## config.mk

```make
export PLATFORM = sky130hd
export DESIGN_NAME = adc_capture_ctrl
export DESIGN_NICKNAME = d
export VERILOG_FILES = /design/src/rtl/adc_capture_ctrl.sv
export SDC_FILE = /design/constraint.sdc
export NUM_CORES = 1
export LEC_CHECK = 0
export BUFFER_PORTS_ARGS = -buffer_cell sky130_fd_sc_hd__buf_2
export CORE_MARGIN = 5
export CORE_UTILIZATION = 54
export DETAILED_ROUTE_END_ITERATION = 16
export GPL_ROUTABILITY_DRIVEN = 0
export GPL_TIMING_DRIVEN = 0
export PLACE_DENSITY = 0.75
export SYNTH_ARGS = -nofsm -noshare
export SYNTH_HDL_FRONTEND = slang
export SYNTH_SLANG_ARGS = --single-unit
```

## constraint.sdc

```tcl
create_clock -name i_clk -period 2.4 [get_ports i_clk]
set_input_delay 0.36 -clock i_clk [delete_from_list [all_inputs] [get_ports i_clk]]
set_output_delay 0.36 -clock i_clk [all_outputs]
set_load 0.005 [all_outputs]
```

## src/rtl/adc_capture_ctrl.sv

```systemverilog
// adc_capture_ctrl: runs one ADC record capture through the sample FIFO.
// Sequence: flush the FIFO, let the front end settle, gate a programmed
// number of writes, then drain the FIFO into a valid/ready output stream.
// All logic is in the clk domain; write-side retiming lives in the top level.
module adc_capture_ctrl #(
  parameter int PRECISION        = 10,
  parameter int FIFO_COUNT_WIDTH = 12,
  parameter int RST_CYCLES       = 8,
  parameter int SETTLE_CYCLES    = 16
) (
  input  logic                        i_clk,
  input  logic                        i_rst_n,
  input  logic                        i_start,
  input  logic                        i_abort,
  input  logic [FIFO_COUNT_WIDTH-1:0] i_num_samples,
  input  logic                        i_sample_strobe,
  input  logic                        i_fifo_full,
  input  logic                        i_fifo_empty,
  input  logic [PRECISION-1:0]        i_fifo_dout,
  output logic                        o_fifo_rst,
  output logic                        o_fifo_wr_en,
  output logic                        o_fifo_rd_en,
  output logic [PRECISION-1:0]        o_out_data,
  output logic                        o_out_valid,
  input  logic                        i_out_ready,
  output logic                        o_busy,
  output logic                        o_done,
  output logic                        o_overflow
);

  // One timer serves both FLUSH and SETTLE, so size it for the longer one.
  localparam int TMAX = (RST_CYCLES > SETTLE_CYCLES) ? RST_CYCLES : SETTLE_CYCLES;
  localparam int TW   = $clog2(TMAX + 1);
  localparam logic [TW-1:0] RST_LAST    = TW'(RST_CYCLES - 1);
  localparam logic [TW-1:0] SETTLE_LAST = TW'(SETTLE_CYCLES - 1);

  typedef enum logic [2:0] {
    S_IDLE    = 3'd0,
    S_FLUSH   = 3'd1,
    S_SETTLE  = 3'd2,
    S_CAPTURE = 3'd3,
    S_DRAIN   = 3'd4,
    S_DONE    = 3'd5
  } state_t;

  state_t                      r_state;
  state_t                      w_state_nxt;
  logic [TW-1:0]               r_tmr;
  logic [FIFO_COUNT_WIDTH-1:0] r_num;       // record length, shrinks on overflow
  logic [FIFO_COUNT_WIDTH-1:0] r_wr_cnt;    // samples written (strobes seen)
  logic [FIFO_COUNT_WIDTH-1:0] r_rd_cnt;    // samples loaded into the output reg
  logic [FIFO_COUNT_WIDTH-1:0] r_rd_iss;    // FIFO reads issued
  logic [FIFO_COUNT_WIDTH-1:0] w_wr_cnt_nxt;
  logic                        r_rd_pend;   // FIFO read data arrives this cycle
  logic                        r_out_valid;
  logic [PRECISION-1:0]        r_out_data;
  logic                        r_overflow;
  logic                        w_start_acc;
  logic                        w_wr_last;

  // Count including a strobe in this cycle, so the write gate can close on
  // the very strobe that completes the record.
  assign w_wr_cnt_nxt = r_wr_cnt + FIFO_COUNT_WIDTH'(i_sample_strobe);
  assign w_wr_last    = i_sample_strobe && (w_wr_cnt_nxt == r_num);
  assign w_start_acc  = (r_state == S_IDLE) && i_start && !i_abort;

  assign o_out_data  = r_out_data;
  assign o_out_valid = r_out_valid;
  assign o_overflow  = r_overflow;

  // Next-state and decoded outputs; abort overrides every transition.
  always_comb begin
    w_state_nxt  = r_state;
    o_fifo_rst   = 1'b0;
    o_fifo_wr_en = 1'b0;
    o_fifo_rd_en = 1'b0;
    o_busy       = 1'b1;
    o_done       = 1'b0;
    case (r_state)
      S_IDLE: begin
        o_busy = 1'b0;
        if (w_start_acc) w_state_nxt = S_FLUSH;
      end
      S_FLUSH: begin
        o_fifo_rst = 1'b1;
        if (r_tmr == RST_LAST) w_state_nxt = S_SETTLE;
      end
      S_SETTLE: begin
        if (r_tmr == SETTLE_LAST)
          w_state_nxt = (r_num == '0) ? S_DONE : S_CAPTURE;
      end
      S_CAPTURE: begin
        o_fifo_wr_en = !w_wr_last && !i_fifo_full;
        if (w_wr_last || i_fifo_full) w_state_nxt = S_DRAIN;
      end
      S_DRAIN: begin
        // One read in flight at a time; only read when the output reg frees.
        o_fifo_rd_en = !i_fifo_empty && (r_rd_iss < r_num) && !r_rd_pend &&
                       (!r_out_valid || i_out_ready);
        if ((r_rd_cnt == r_num) && !r_out_valid) w_state_nxt = S_DONE;
      end
      S_DONE: begin
        o_done      = 1'b1;
        w_state_nxt = S_IDLE;
      end
      default: w_state_nxt = S_IDLE;
    endcase
    if (i_abort) w_state_nxt = S_IDLE;
  end

  // State register.
  always_ff @(posedge i_clk or negedge i_rst_n) begin
    if (!i_rst_n) r_state <= S_IDLE;
    else          r_state <= w_state_nxt;
  end

  // Flush/settle timer: restarts on every state change.
  always_ff @(posedge i_clk or negedge i_rst_n) begin
    if (!i_rst_n)                                        r_tmr <= '0;
    else if (w_state_nxt != r_state)                     r_tmr <= '0;
    else if ((r_state == S_FLUSH) || (r_state == S_SETTLE)) r_tmr <= r_tmr + TW'(1);
  end

  // Counters, read pipeline, output register and sticky overflow.
  always_ff @(posedge i_clk or negedge i_rst_n) begin
    if (!i_rst_n) begin
      r_num       <= '0;
      r_wr_cnt    <= '0;
      r_rd_cnt    <= '0;
      r_rd_iss    <= '0;
      r_rd_pend   <= 1'b0;
      r_out_valid <= 1'b0;
      r_out_data  <= '0;
      r_overflow  <= 1'b0;
    end else if (i_abort) begin
      // Drop anything in flight; overflow is kept for the host to read.
      r_rd_pend   <= 1'b0;
      r_out_valid <= 1'b0;
    end else if (w_start_acc) begin
      r_num       <= i_num_samples;
      r_wr_cnt    <= '0;
      r_rd_cnt    <= '0;
      r_rd_iss    <= '0;
      r_rd_pend   <= 1'b0;
      r_out_valid <= 1'b0;
      r_overflow  <= 1'b0;
    end else begin
      r_rd_pend <= o_fifo_rd_en;
      if (o_fifo_rd_en) r_rd_iss <= r_rd_iss + FIFO_COUNT_WIDTH'(1);
      // A load takes priority over a simultaneous accept.
      if (r_rd_pend) begin
        r_out_data  <= i_fifo_dout;
        r_out_valid <= 1'b1;
        r_rd_cnt    <= r_rd_cnt + FIFO_COUNT_WIDTH'(1);
      end else if (r_out_valid && i_out_ready) begin
        r_out_valid <= 1'b0;
      end
      if (r_state == S_CAPTURE) begin
        r_wr_cnt <= w_wr_cnt_nxt;
        // FIFO filled early: truncate the record to what was written.
        if (i_fifo_full) begin
          r_overflow <= 1'b1;
          r_num      <= w_wr_cnt_nxt;
        end
      end
    end
  end

endmodule

```

### After elaboration in Yosys (flattened, before gate mapping)

Cells that the tools add are included.
Widths: inputs -> output; s select.

| storage, ports and cells | value |
|---|---|
| bits in registers | 69 |
| bits of input ports | 30 |
| output and inout bits | 17 |
| word-level logic and storage cells | 91 |

| cells by class | value |
|---|---|
| add/subtract/negate cells | 4 |
| $lt $le $gt $ge | 1 |
| eq/ne operators | 10 |
| multiplexer cells | 33 |
| bitwise gates (word level) | 2 |
| reduce and logical (&&, ||, !) cells | 31 |

Operators by type and width:

| cell | number |
|---|---|
| $mux 12 | 9 |
| $add 12x1->12 const B | 2 |
| $eq 12x12->1 | 2 |
| $mux 3 | 7 |
| $pmux 3 s5 | 1 |
| $mux 1 | 14 |
| $add 12x1->12 | 1 |
| $logic_not 12->1 | 1 |
| $lt 12x12->1 | 1 |
| $mux 5 | 2 |
| $reduce_bool 2->1 | 5 |
| $logic_and 1x1->1 | 9 |
| $eq 3x2->1 const B | 2 |
| $eq 3x3->1 const B | 2 |
| $logic_not 1->1 | 6 |
| $reduce_and 2->1 | 3 |
| $reduce_and 3->1 | 2 |
| $add 5x1->5 const B | 1 |
| $eq 5x3->1 const B | 1 |
| $eq 5x4->1 const B | 1 |
| $reduce_bool 4->1 | 1 |
| $eq 3x1->1 const B | 1 |
| $logic_not 3->1 | 1 |
| $logic_or 1x1->1 | 3 |
| 2 further kinds | 3 |

### Logic depth before layout (Yosys ltp)

| depth | value |
|---|---|
| depth after elaboration | 9 |
| gate-level depth with buffers | 11 |
| gate-level depth less buffers | 10 |

### Least setup slack after synthesis

No wires, ideal clock.

| timing | value |
|---|---|
| path kind | input port to flip-flop |
| start | input i_sample_strobe |
| end | register r_tmr[0] |
| library setup time | 0.160 ns |
| arrival | 2.329 ns |
| required time | 2.240 ns |
| slack | -0.089 ns |
| stages | 11 |
| buffers on the path | 2 |
| path through | ha_1 ha_1 clkbuf_1 nand3_1 or3_1 buf_2 mux2i_1 nand4_1 nor4_4 o221a_4 nor3_1 |

| on the way | value |
|---|---|
| word-level cells in the longest chain between the ends | 9 |
| elaborated cells between the ends (all ways) | 10 |
| classes of those cells | add/sub: 1; eq/ne: 2; mux: 4; reduce/logical: 3 |

RTL lines:

| element | RTL line | text |
|---|---|---|
| from (decl) | 16 | `input logic i_sample_strobe,` |
| $add 12x1->12 | 63 | `assign w_wr_cnt_nxt = r_wr_cnt + FIFO_COUNT_WIDTH'(i_sample_strobe);` |
| $eq 12x12->1 | 64 | `assign w_wr_last = i_sample_strobe && (w_wr_cnt_nxt == r_num);` |
| $logic_and 1x1->1 * | 64 |  |
| $logic_or 1x1->1 * | 94 | `if (w_wr_last \|\| i_fifo_full) w_state_nxt = S_DRAIN;` |
| $mux 3 * | 94 |  |
| $pmux 3 s5 * | 79 | `case (r_state)` |
| $mux 3 * | 108 | `if (i_abort) w_state_nxt = S_IDLE;` |
| $ne 3x3->1 * | 120 | `else if (w_state_nxt != r_state) r_tmr <= '0;` |
| $mux 5 or $reduce_bool 2->1 (tied branches) | -- |  |
| to (signal assigned) | 121 | `else if ((r_state == S_FLUSH) \|\| (r_state == S_SETTLE)) r_tmr <= r_tmr + TW'(1);` |
| to (decl) | 48 | `logic [TW-1:0] r_tmr;` |

Mark *: on every way between the ends. The rest lies on a longest branch, timed or not.
A chain may end at the register's enable or synchronous reset.

### Worst setup path after layout

| timing | value |
|---|---|
| start | register r_wr_cnt[0] |
| end | output o_fifo_wr_en |

| on the way | value |
|---|---|
| word-level cells in the longest chain between the ends | 6 |

RTL lines:

| element | RTL line | text |
|---|---|---|
| from (decl) | 50 | `logic [FIFO_COUNT_WIDTH-1:0] r_wr_cnt;` |
| from (signal assigned) | 159 | `r_wr_cnt <= w_wr_cnt_nxt;` |
| $add 12x1->12 | 63 |  |
| $eq 12x12->1 | 64 |  |
| $logic_and 1x1->1 | 64 |  |
| $logic_not 1->1 | 93 | `o_fifo_wr_en = !w_wr_last && !i_fifo_full;` |
| $logic_and 1x1->1 | 93 |  |
| $mux 1 | 79 |  |
| to (decl) | 21 | `output logic o_fifo_wr_en,` |

Every way passes these cells.

==> results_dict.tcl <==
set metrics [dict create \
    cts-root-buf "clkbuf_8" \
    synth_edf_count 0 \
    cp.required_ns 2.04 \
    pwr-share-seq_pct 46.3 \
    first_pass_iters 5 \
    async_flop_share_pct 100 \
    syn-cell-area_sq_um 4500 \
    fin_crit_ns 2.88 \
    clock_latency_ns 0.37 \
    postSynthCellCount 535 \
    core_area_sq_um 8180 \
    status "complete, but fails checks" \
    ir_drop_uv 320 \
    clk_path_buf_depth 2 \
    ys_warn_count 0 \
    drt-vias-per-instance 5.94 \
    drt_wl_total_um 12300 \
    rr_worst_depth 11 \
    drt_iter0_drc 236 \
    tns_ns -1.70 \
    antenna_found_initial 0 \
    start_kind "flop" \
    p_int_uw 1880 \
    power.share.combinational_pct 21.0 \
    finalClockSkew_ns 0.0106 \
    portBuffers 45 \
    drc 0 \
    die_x_um 101 \
    fmax_mhz 347 \
    grtUsageTotal_pct 24.8 \
    grt_pass1_wl_um 20100 \
    end_kind "output pin" \
    synth_seq_area_share_pct 38.4 \
    cts_tree "yes" \
    clk_pin_slew_ns 0.09 \
    dp_hpwl_um 8380 \
    areaGrowthSynthToFinish_pct 20.1 \
    vias 4238 \
    rsz0062_at_grt "yes" \
    rows 33 \
    finalWorstSetupSlack_ns -0.484 \
    finalMaxSlewViolations 0 \
    r2r_end "r_tmr[3]" \
    tightestPinTransition_ns 0.895 \
    numCtsBuffers 9 \
    fp.dieH_um 101 \
    grt_max_degree 70 \
    nNetsFinal 652 \
    worst-setup-path-type "reg2out" \
    synth_top_flop_cell "dfrtp_1" \
    cap_violations 0 \
    worstPathMaxFanout 6 \
    htreeDepth 3 \
    cp.arrival_ns 2.52 \
    power_leakage_uw 0.00253 \
    hold_path.class "in2async" \
    drive_gt1_share_pct 24.0 \
    maxSlewHeadroom_pct 40.3 \
    gr-total-overflow 0 \
    fillers 686 \
    synth.net_count 583 \
    synth_seq_cells 69 \
    avgSynthCellArea_sq_um 8.41 \
    antennaDiodeCount 0 \
    min_period_over_period_pct 120 \
    p_sw_uw 933 \
    violations "setup timing" \
    power.share.clock_pct 32.7 \
    antenna_left 0 \
    fin_util_pct 66.1 \
    setup-violations-final 9 \
    p_sw_share_pct 33.2 \
    io_pins 47 \
    die-area_sq_um 10300 \
    r2r-start "r_wr_cnt[0]" \
    clock_sinks 69 \
    synth_cell_types 58 \
    wl_per_cell_um 17.2 \
    post-place-ws_ns -0.458 \
    start_util_pct 55.0 \
    p_per_area_nw_per_um2 521 \
    grt_pass1_vias 4074 \
    reg2reg_slack_ns -0.21 \
    hold_viol_final 0 \
]
==> worst max-delay path, stage by stage (launching register included) <==
cell and delay (ns):
dfrtp_1 0.38, ha_2 0.20, ha_4 0.20, nand3_2 0.07, or3_4 0.35, buf_6 0.13
nand3b_1 0.07, nand4_1 0.14, nor4_4 0.38, nor4_2 0.06, buf_2 0.15
==> routing by layer <==
layer | vias up | wire [um] | global-route usage, %
li1 | 2003 | - | -
met1 | 2038 | 5420 | 34.4
met2 | 164 | 5770 | 38.5
met3 | 33 | 760 | 4.68
met4 | 0 | 351 | 10.0
met5 | - | 0 | 0
==> registers in the layout, indices dropped and copies added (netlist names), 3 cells and up <==
| name | cells |
|---|---|
| r_tmr | 5 |
| r_num | 12 |
| o_out_data | 10 |
| r_state | 3 |
| r_wr_cnt | 12 |
| r_rd_iss | 12 |
| r_rd_cnt | 12 |
==> power groups by stage <==
stage	combinational [uW]	sequential [uW]	clock, uW
3_5_place_dp	472	1320	0
4_1_cts	555	1300	926
2_1_floorplan	334	1290	0
3_3_place_gp	453	1320	0
6_report	590	1300	919
5_1_grt	654	1310	974
==> layout make-up <==
type | count | area (sq um) | share of cell area, %
timing repair buffer | 65 | 398 | 7.37
multi-input combinational | 408 | 2730 | 50.5
clock inverter | 7 | 56.3 | 1.04
clock buffer | 9 | 124 | 2.29
inverter | 26 | 97.6 | 1.81
tap | 105 | 131 | 2.43
buffer | 25 | 129 | 2.39
sequential | 69 | 1740 | 32.2
==> per-stage QoR <==
step | cells | instance area (sq um) | power, uW | hold WS [ns]
2_1_floorplan | 535 | 4500 | 1630 | 0.0644
3_3_place_gp | 685 | 4860 | 1770 | 0.455
3_5_place_dp | 685 | 4860 | 1790 | 0.463
4_1_cts | 711 | 5260 | 2780 | 0.146
5_1_grt | 714 | 5400 | 2940 | 0.175
6_report | 714 | 5400 | 2810 | 0.0861
==> worst max path at each step <==
stage | slack (ns) | start | end
2_1_floorplan | 0.007 | r_num[6] | r_rd_iss[3]
6_report | -0.48 | r_wr_cnt[0] | o_fifo_wr_en
3_5_place_dp | -0.46 | i_sample_strobe | o_fifo_wr_en
3_3_place_gp | -0.39 | r_num[6] | r_rd_iss[3]
5_1_grt | -0.61 | r_wr_cnt[0] | o_fifo_wr_en
4_1_cts | -0.50 | r_wr_cnt[0] | o_fifo_wr_en
==> layout by cell type, fill, tap and decap left out, drive strengths merged, types with 10 or more instances in the layout <==
cell / instances
xor2: 17
clkbuf: 26
inv: 29
o21ai: 38
nand4: 17
and3: 11
mux2i: 11
buf: 73
a21oi: 26
nand2: 94
nor3: 10
nand3: 17
ha: 18
xnor2: 29
dfrtp: 69
nor2: 43
==> synthesized netlist by cell type (all sizes together) (2+ instances only) <==
cell type | count | area share [%]
a2111oi | 3 | 1.1
a211o | 2 | 0.39
a211oi | 4 | 0.67
a21oi | 26 | 3.0
a22o | 3 | 0.58
a2bb2oi | 2 | 0.39
a31o | 2 | 0.39
and2 | 3 | 0.42
and3 | 11 | 1.5
and4 | 3 | 0.58
buf | 10 | 1.1
clkbuf | 22 | 1.9
dfrtp | 69 | 38
ha | 18 | 5.0
inv | 26 | 2.2
mux2i | 11 | 2.4
nand2 | 94 | 7.8
nand2b | 8 | 1.1
nand3 | 17 | 2.2
nand3b | 2 | 0.33
nand4 | 17 | 2.4
nor2 | 43 | 3.6
nor2b | 3 | 0.42
nor3 | 10 | 1.1
nor4 | 8 | 1.6
o211ai | 3 | 0.50
o21a | 2 | 0.33
o21ai | 38 | 4.2
o22ai | 2 | 0.28
o311ai | 2 | 0.39
o31ai | 6 | 1.0
or3 | 5 | 0.70
xnor2 | 29 | 5.6
xor2 | 17 | 3.3
==> repair_timing <==
action                                  4_1_cts  5_1_grt
endpoints found under the hold margin         0        0
setup buffers                                14        7
pin swaps                                    10       14
endpoints found under the setup margin       41       56
gates resized for setup                      34       32
hold buffers                                  0        0
==> logic make-up after synthesis <==
group | synth area share, %
adder cells (fa/ha/maj) | 5.01
XOR/XNOR | 8.96
buffers and inverters | 5.18
multiplexers | 2.70
AO/OA/AOI/OAI | 14.9
flip-flops | 38.4
AND/OR/NAND/NOR | 24.9
Power figures use the tool's default switching activity.
